`config.mk`:
```
export PLATFORM = sky130hd
export DESIGN_NAME = vl_strip_sequencer
export DESIGN_NICKNAME = d
export VERILOG_FILES = /design/src/rtl/vl_strip_sequencer.sv
export SDC_FILE = /design/constraint.sdc
export NUM_CORES = 1
export LEC_CHECK = 0
export BUFFER_PORTS_ARGS = -buffer_cell sky130_fd_sc_hd__buf_2
export CAP_MARGIN = 5
export CORE_ASPECT_RATIO = 0.6
export CORE_MARGIN = 1.5
export CORE_UTILIZATION = 25
export DETAILED_ROUTE_END_ITERATION = 8
export GPL_ROUTABILITY_DRIVEN = 0
export PLACE_DENSITY = 0.45
export SYNTH_ARGS = -nofsm -noshare
export SYNTH_HDL_FRONTEND = slang
export SYNTH_SLANG_ARGS = --single-unit
export TNS_END_PERCENT = 30
```
`constraint.sdc`:
```
create_clock -name clk -period 4.6 [get_ports clk]
set_input_delay 0.69 -clock clk [delete_from_list [all_inputs] [get_ports clk]]
set_output_delay 0.69 -clock clk [all_outputs]
set_load 0.005 [all_outputs]
```
`src/rtl/vl_strip_sequencer.sv`:
```
// rtl/vl_strip_sequencer.sv - strip-mining vl/vtype sequencer; VL_STRIP_PERF_EN adds perf counters
// Latches one vsetvli-style config and issues min(VLMAX, rem) strips until AVL is exhausted.
module vl_strip_sequencer #(
  parameter int VLEN  = 64,
  parameter int AVL_W = 7
) (
  input  logic             clk,
  input  logic             rst,
  input  logic             cfg_valid,
  output logic             cfg_ready,
  input  logic [2:0]       cfg_sew,
  input  logic [2:0]       cfg_lmul,
  input  logic [AVL_W-1:0] cfg_avl,
  output logic             strip_valid,
  input  logic             strip_ready,
  output logic [AVL_W-1:0] strip_vl,
  output logic             strip_last,
  input  logic             abort,
  output logic [6:0]       vtype,
  output logic [AVL_W-1:0] vl,
  output logic             busy,
  output logic             done,
`ifdef VL_STRIP_PERF_EN
  output logic             cfg_err,
  output logic [7:0]       perf_strips,
  output logic [15:0]      perf_stall
`else
  output logic             cfg_err
`endif
);

  typedef enum logic [1:0] {ST_IDLE, ST_ISSUE, ST_FIN} state_t;

  state_t           state_q, state_d;
  logic [AVL_W-1:0] rem_q, rem_d;
  logic [AVL_W-1:0] vlmax_q, vlmax_d;
  logic [AVL_W-1:0] vl_q, vl_d;
  logic [AVL_W-1:0] svl_q, svl_d;
  logic             slast_q, slast_d;
  logic             err_q, err_d;
  logic [6:0]       vtype_q, vtype_d;

  logic [AVL_W-1:0] cfg_vlmax;
  logic [AVL_W-1:0] next_rem;
  logic             cfg_fire;
  logic             strip_fire;
  logic             cfg_illegal;

  assign cfg_vlmax   = AVL_W'((VLEN >> ({3'b000, cfg_sew[1:0]} + 5'd3)) << cfg_lmul[1:0]);
  assign cfg_illegal = cfg_sew[2] | cfg_lmul[2];
  assign next_rem    = rem_q - svl_q;

  // cfg_ready is masked by rst so a request held through reset is visibly not taken
  assign cfg_ready   = (state_q == ST_IDLE) && !rst;
  assign strip_valid = (state_q == ST_ISSUE);
  assign strip_vl    = strip_valid ? svl_q : '0;
  assign strip_last  = strip_valid && slast_q;
  assign busy        = (state_q != ST_IDLE);
  assign done        = (state_q == ST_FIN);
  assign cfg_err     = done && err_q;
  assign vtype       = vtype_q;
  assign vl          = vl_q;

  assign cfg_fire   = cfg_valid && cfg_ready && !abort;
  assign strip_fire = strip_valid && strip_ready && !abort;

  always_comb begin
    state_d = state_q;
    rem_d   = rem_q;
    vlmax_d = vlmax_q;
    vl_d    = vl_q;
    svl_d   = svl_q;
    slast_d = slast_q;
    err_d   = err_q;
    vtype_d = vtype_q;
    if (abort) begin
      state_d = ST_IDLE;
      rem_d   = '0;
      err_d   = 1'b0;
    end else begin
      case (state_q)
        ST_IDLE: begin
          if (cfg_fire) begin
            vlmax_d = cfg_vlmax;
            if (cfg_illegal) begin
              vtype_d = '0;
              vl_d    = '0;
              rem_d   = '0;
              err_d   = 1'b1;
              state_d = ST_FIN;
            end else begin
              vtype_d = {1'b1, cfg_sew, cfg_lmul};
              rem_d   = cfg_avl;
              err_d   = 1'b0;
              svl_d   = (cfg_avl >= cfg_vlmax) ? cfg_vlmax : cfg_avl;
              slast_d = (cfg_avl <= cfg_vlmax);
              if (cfg_avl == '0) begin
                vl_d    = '0;
                state_d = ST_FIN;
              end else begin
                state_d = ST_ISSUE;
              end
            end
          end
        end
        ST_ISSUE: begin
          // Next strip is precomputed on the handshake so strips go back to back
          if (strip_fire) begin
            vl_d  = svl_q;
            rem_d = next_rem;
            if (slast_q) begin
              state_d = ST_FIN;
            end else begin
              svl_d   = (next_rem >= vlmax_q) ? vlmax_q : next_rem;
              slast_d = (next_rem <= vlmax_q);
            end
          end
        end
        ST_FIN: begin
          state_d = ST_IDLE;
          err_d   = 1'b0;
        end
        default: state_d = ST_IDLE;
      endcase
    end
  end

  always_ff @(posedge clk or posedge rst) begin
    if (rst) begin
      state_q <= ST_IDLE;
      rem_q   <= '0;
      vlmax_q <= '0;
      vl_q    <= '0;
      svl_q   <= '0;
      slast_q <= 1'b0;
      err_q   <= 1'b0;
      vtype_q <= '0;
    end else begin
      state_q <= state_d;
      rem_q   <= rem_d;
      vlmax_q <= vlmax_d;
      vl_q    <= vl_d;
      svl_q   <= svl_d;
      slast_q <= slast_d;
      err_q   <= err_d;
      vtype_q <= vtype_d;
    end
  end

`ifdef VL_STRIP_PERF_EN
  logic [7:0]  perf_strips_q, perf_strips_d;
  logic [15:0] perf_stall_q, perf_stall_d;

  always_comb begin
    perf_strips_d = perf_strips_q;
    perf_stall_d  = perf_stall_q;
    if (cfg_fire) begin
      perf_strips_d = '0;
    end else if (strip_fire) begin
      perf_strips_d = perf_strips_q + 8'd1;
    end
    if (strip_valid && !strip_ready && (perf_stall_q != 16'hFFFF)) begin
      perf_stall_d = perf_stall_q + 16'd1;
    end
  end

  always_ff @(posedge clk or posedge rst) begin
    if (rst) begin
      perf_strips_q <= '0;
      perf_stall_q  <= '0;
    end else begin
      perf_strips_q <= perf_strips_d;
      perf_stall_q  <= perf_stall_d;
    end
  end

  assign perf_strips = perf_strips_q;
  assign perf_stall  = perf_stall_q;
`endif

endmodule

```
==> results.cfg <==
[route]
drtPass1Iterations = 4
routed_via_density = 4.80
wl_mm = 7.66
drcViolationCount = 0
final_antenna_net_count = 0
wl_per_cell_um = 16.6
via_count = 2219
drt_first_iter_violations = 104

[critical_path]
cp_num_buf_inv = 2
path_cells = inv_1, ha_1, inv_1, fa_1, a211oi_1, o21bai_1, a21oi_1, xnor2_1, ha_1, a21oi_1, o21ai_1, nor2_1, mux2i_1, o21ai_1
path_delay_family = adder cells
reg2reg_from = rem_q[0]
critPathRequiredTime_ns = 4.76
rrSetupSlack_ns = 1.04
start_kind = flip-flop
endpoint_kind = flip-flop
critPathKind = flip-flop to flip-flop
crit_slowest_cell = nor2_1
crit_fanout = 8
arrival_ns = 3.71
ff2ff_path_depth = 14
max_stage_delay_ns = 0.69
r2r_end = svl_q[3]

[pwr]
switching_share = 0.353
peakVddDrop_v = 0.000161
p_comb_frac = 0.375
power_frac_seq = 0.312
p_per_area_mw_per_mm2 = 416
leakage_uw = 0.00154
p_int_uw = 856
p_clk_frac = 0.314
power.switching_uw = 467

[floorplan]
dieArea_mm2 = 0.0113
rows = 28
io_pins = 45
core-area_mm2 = 0.0101
initial_core_util = 0.263
chipHeight_um = 82.8
dieWidth_um = 136

[clocking]
cts.sinks = 39
clock_path_buffers = 2
htreeDepth = 2
cts_setup_buffers = 0
ctsHoldBuffers = 0
cts_root_buffer = clkbuf_16
cts_tree = done
cts-buffers-inserted = 5
clk_latency_ns = 0.29
cts_resized = 0
clkTransAtPathRegs_ns = 0.06

[global_route]
grt_max_degree = 25
grt-ovfl-total = 0
antenna_found_initial = 0
grt_use_total = 0.149
grt_pass1_wl_mm = 12.2
grt_pass1_vias = 2124

[timing]
tns_ns = 0
tightestPinTransition_ns = 0.934
relSlewSlack = 0.375
fin_crit_ns = 3.56
min_period_over_period = 0.773
finalHoldViolations = 0
rsz0062_at_grt = no
setup_viol = 0
max_freq_ghz = 0.281
clock_skew_ns = 0.00675
maxSlewViolCount = 0

[synth]
syn_area_per_cell_um2 = 9.34
async_flop_share = 1.00
synth_seq_cells = 39
syn_inst = 284
synth_cell_types = 53
synthesis.nets = 323
yosys_warnings = 0
yosysSeqAreaShare = 0.368
ys_dominant_reg_cell = dfrtp_1
synth_edf_count = 0
netlist_area_mm2 = 0.00265

[hold_path]
hold-path-cell-count = 1
hold-path-endpoint = vtype[2]
holdCritPathClass = flip-flop to flip-flop
worstHoldStart = vtype[2]

[finish]
diodes = 0
drive_gt1_frac = 0.223
fillers = 1077
nets = 365
syn_to_final_growth_pct = 19.9
instances_no_fill = 462

[placed_design]
placed_cells = 454
numPortBuffers = 44
hpwlAfterDp_mm = 5.96

[run]
maxCapViolations = 0

[run_status]
outcome = completed
cell usage after synthesis (all sizes together), types with 3 or more instances:
cell type  count  share of area
inv           26          0.037
nand2         26          0.040
nor2          23          0.039
o31ai          5          0.014
buf            3         0.0066
a22oi          9          0.025
mux2           8          0.044
a21oi         20          0.039
nor2b          7          0.017
o21ai         20          0.041
and2           8          0.019
nor3           6          0.020
nand3          3         0.0057
xnor2          3         0.0099
ha            20          0.094
or2            3         0.0071
a22o           4          0.013
mux2i         13          0.049
clkbuf         7         0.0099
dfrtp         39           0.37
worst max path at each step:
stage | startpoint | to | depth (start not counted)
floorplan | rem_q[0] | svl_q[1] | 14
global placement | rem_q[0] | svl_q[1] | 14
detailed placement | rem_q[0] | svl_q[1] | 14
CTS | rem_q[0] | svl_q[2] | 14
global route | rem_q[0] | svl_q[0] | 14
finish | rem_q[0] | svl_q[3] | 14
flip-flops by register name (all words and copies together), names as in the netlist:
| signal | cells |
|---|---|
| vlmax_q | 7 |
| svl_q | 7 |
| rem_q | 7 |
| err_q | 1 |
| state_q | 2 |
| slast_q | 1 |
| vl | 7 |
| vtype | 7 |
per-stage QoR:
stage,power [µW],hold WS (ns),utilization,area (µm²),setup WS (ns)
after floorplan,777,0.455,-,2650,1.54
after global placement,907,0.466,0.298,3010,1.20
after detailed placement,910,0.470,0.298,3010,1.14
after CTS,1330,0.488,0.315,3180,1.12
after global routing,1430,0.502,0.315,3180,0.694
final,1320,0.485,0.315,3180,1.04
power by group through the flow:
stage | Sequential, µW | Clock [µW] | Combinational [µW]
floorplan | 406 | 0 | 371
global placement | 419 | 0 | 488
detailed placement | 419 | 0 | 491
CTS | 413 | 429 | 493
global route | 418 | 445 | 563
finish | 413 | 415 | 496
cell families (layout without fill, tap and decap cells):
group                      after synthesis  after routing  share of synthesized area
muxes                                   21             21                     0.0929
buffers and inverters                   36             79                     0.0533
DFF                                     39             39                      0.368
xor gates and xnor gates                 4              4                     0.0132
AOI/OAI and AO/OA                       78             78                      0.201
and+or+nand+nor                         85             85                      0.170
adders and majority gates               21             21                      0.102
final cells by class:
type	count	area, µm²	share of cell area
Timing Repair Buffer	45	228	0.0716
Sequential cell	39	976	0.307
Inverter	26	97.6	0.0307
Tap cell	135	169	0.0531
Clock inverter	2	35.0	0.0110
Clock buffer	6	139	0.0437
Multi-Input combinational cell	209	1540	0.483
layer usage:
| metal | vias to the layer above | routed length (µm) | global-route usage | share of wire |
|---|---|---|---|---|
| met1 | 1064 | 4200 | 0.226 | 0.55 |
| met5 | - | 0 | 0 | 0 |
| li1 | 1094 | - | - | - |
| met2 | 56 | 2900 | 0.203 | 0.38 |
| met3 | 5 | 483 | 0.0389 | 0.063 |
| met4 | 0 | 66 | 0.0415 | 0.0086 |
cell usage in the layout (no fill, tap or decap), types with 3 or more instances in the layout:
| master | instances |
|---|---|
| buf_2 | 44 |
| dfrtp_1 | 39 |
| nand2_1 | 25 |
| inv_1 | 23 |
| nor2_1 | 22 |
| ha_1 | 20 |
| a21oi_1 | 19 |
| o21ai_1 | 15 |
| mux2i_1 | 13 |
| a22oi_1 | 9 |
| and2_1 | 8 |
| mux2_4 | 7 |
| nor2b_1 | 7 |
| o31ai_1 | 5 |
| clkbuf_16 | 5 |
| nor3_1 | 4 |
| a22o_1 | 4 |
| inv_2 | 3 |
| xnor2_1 | 3 |
| o21ai_0 | 3 |
| nand3_1 | 3 |
Note: power is estimated with default switching activity, not from simulation.
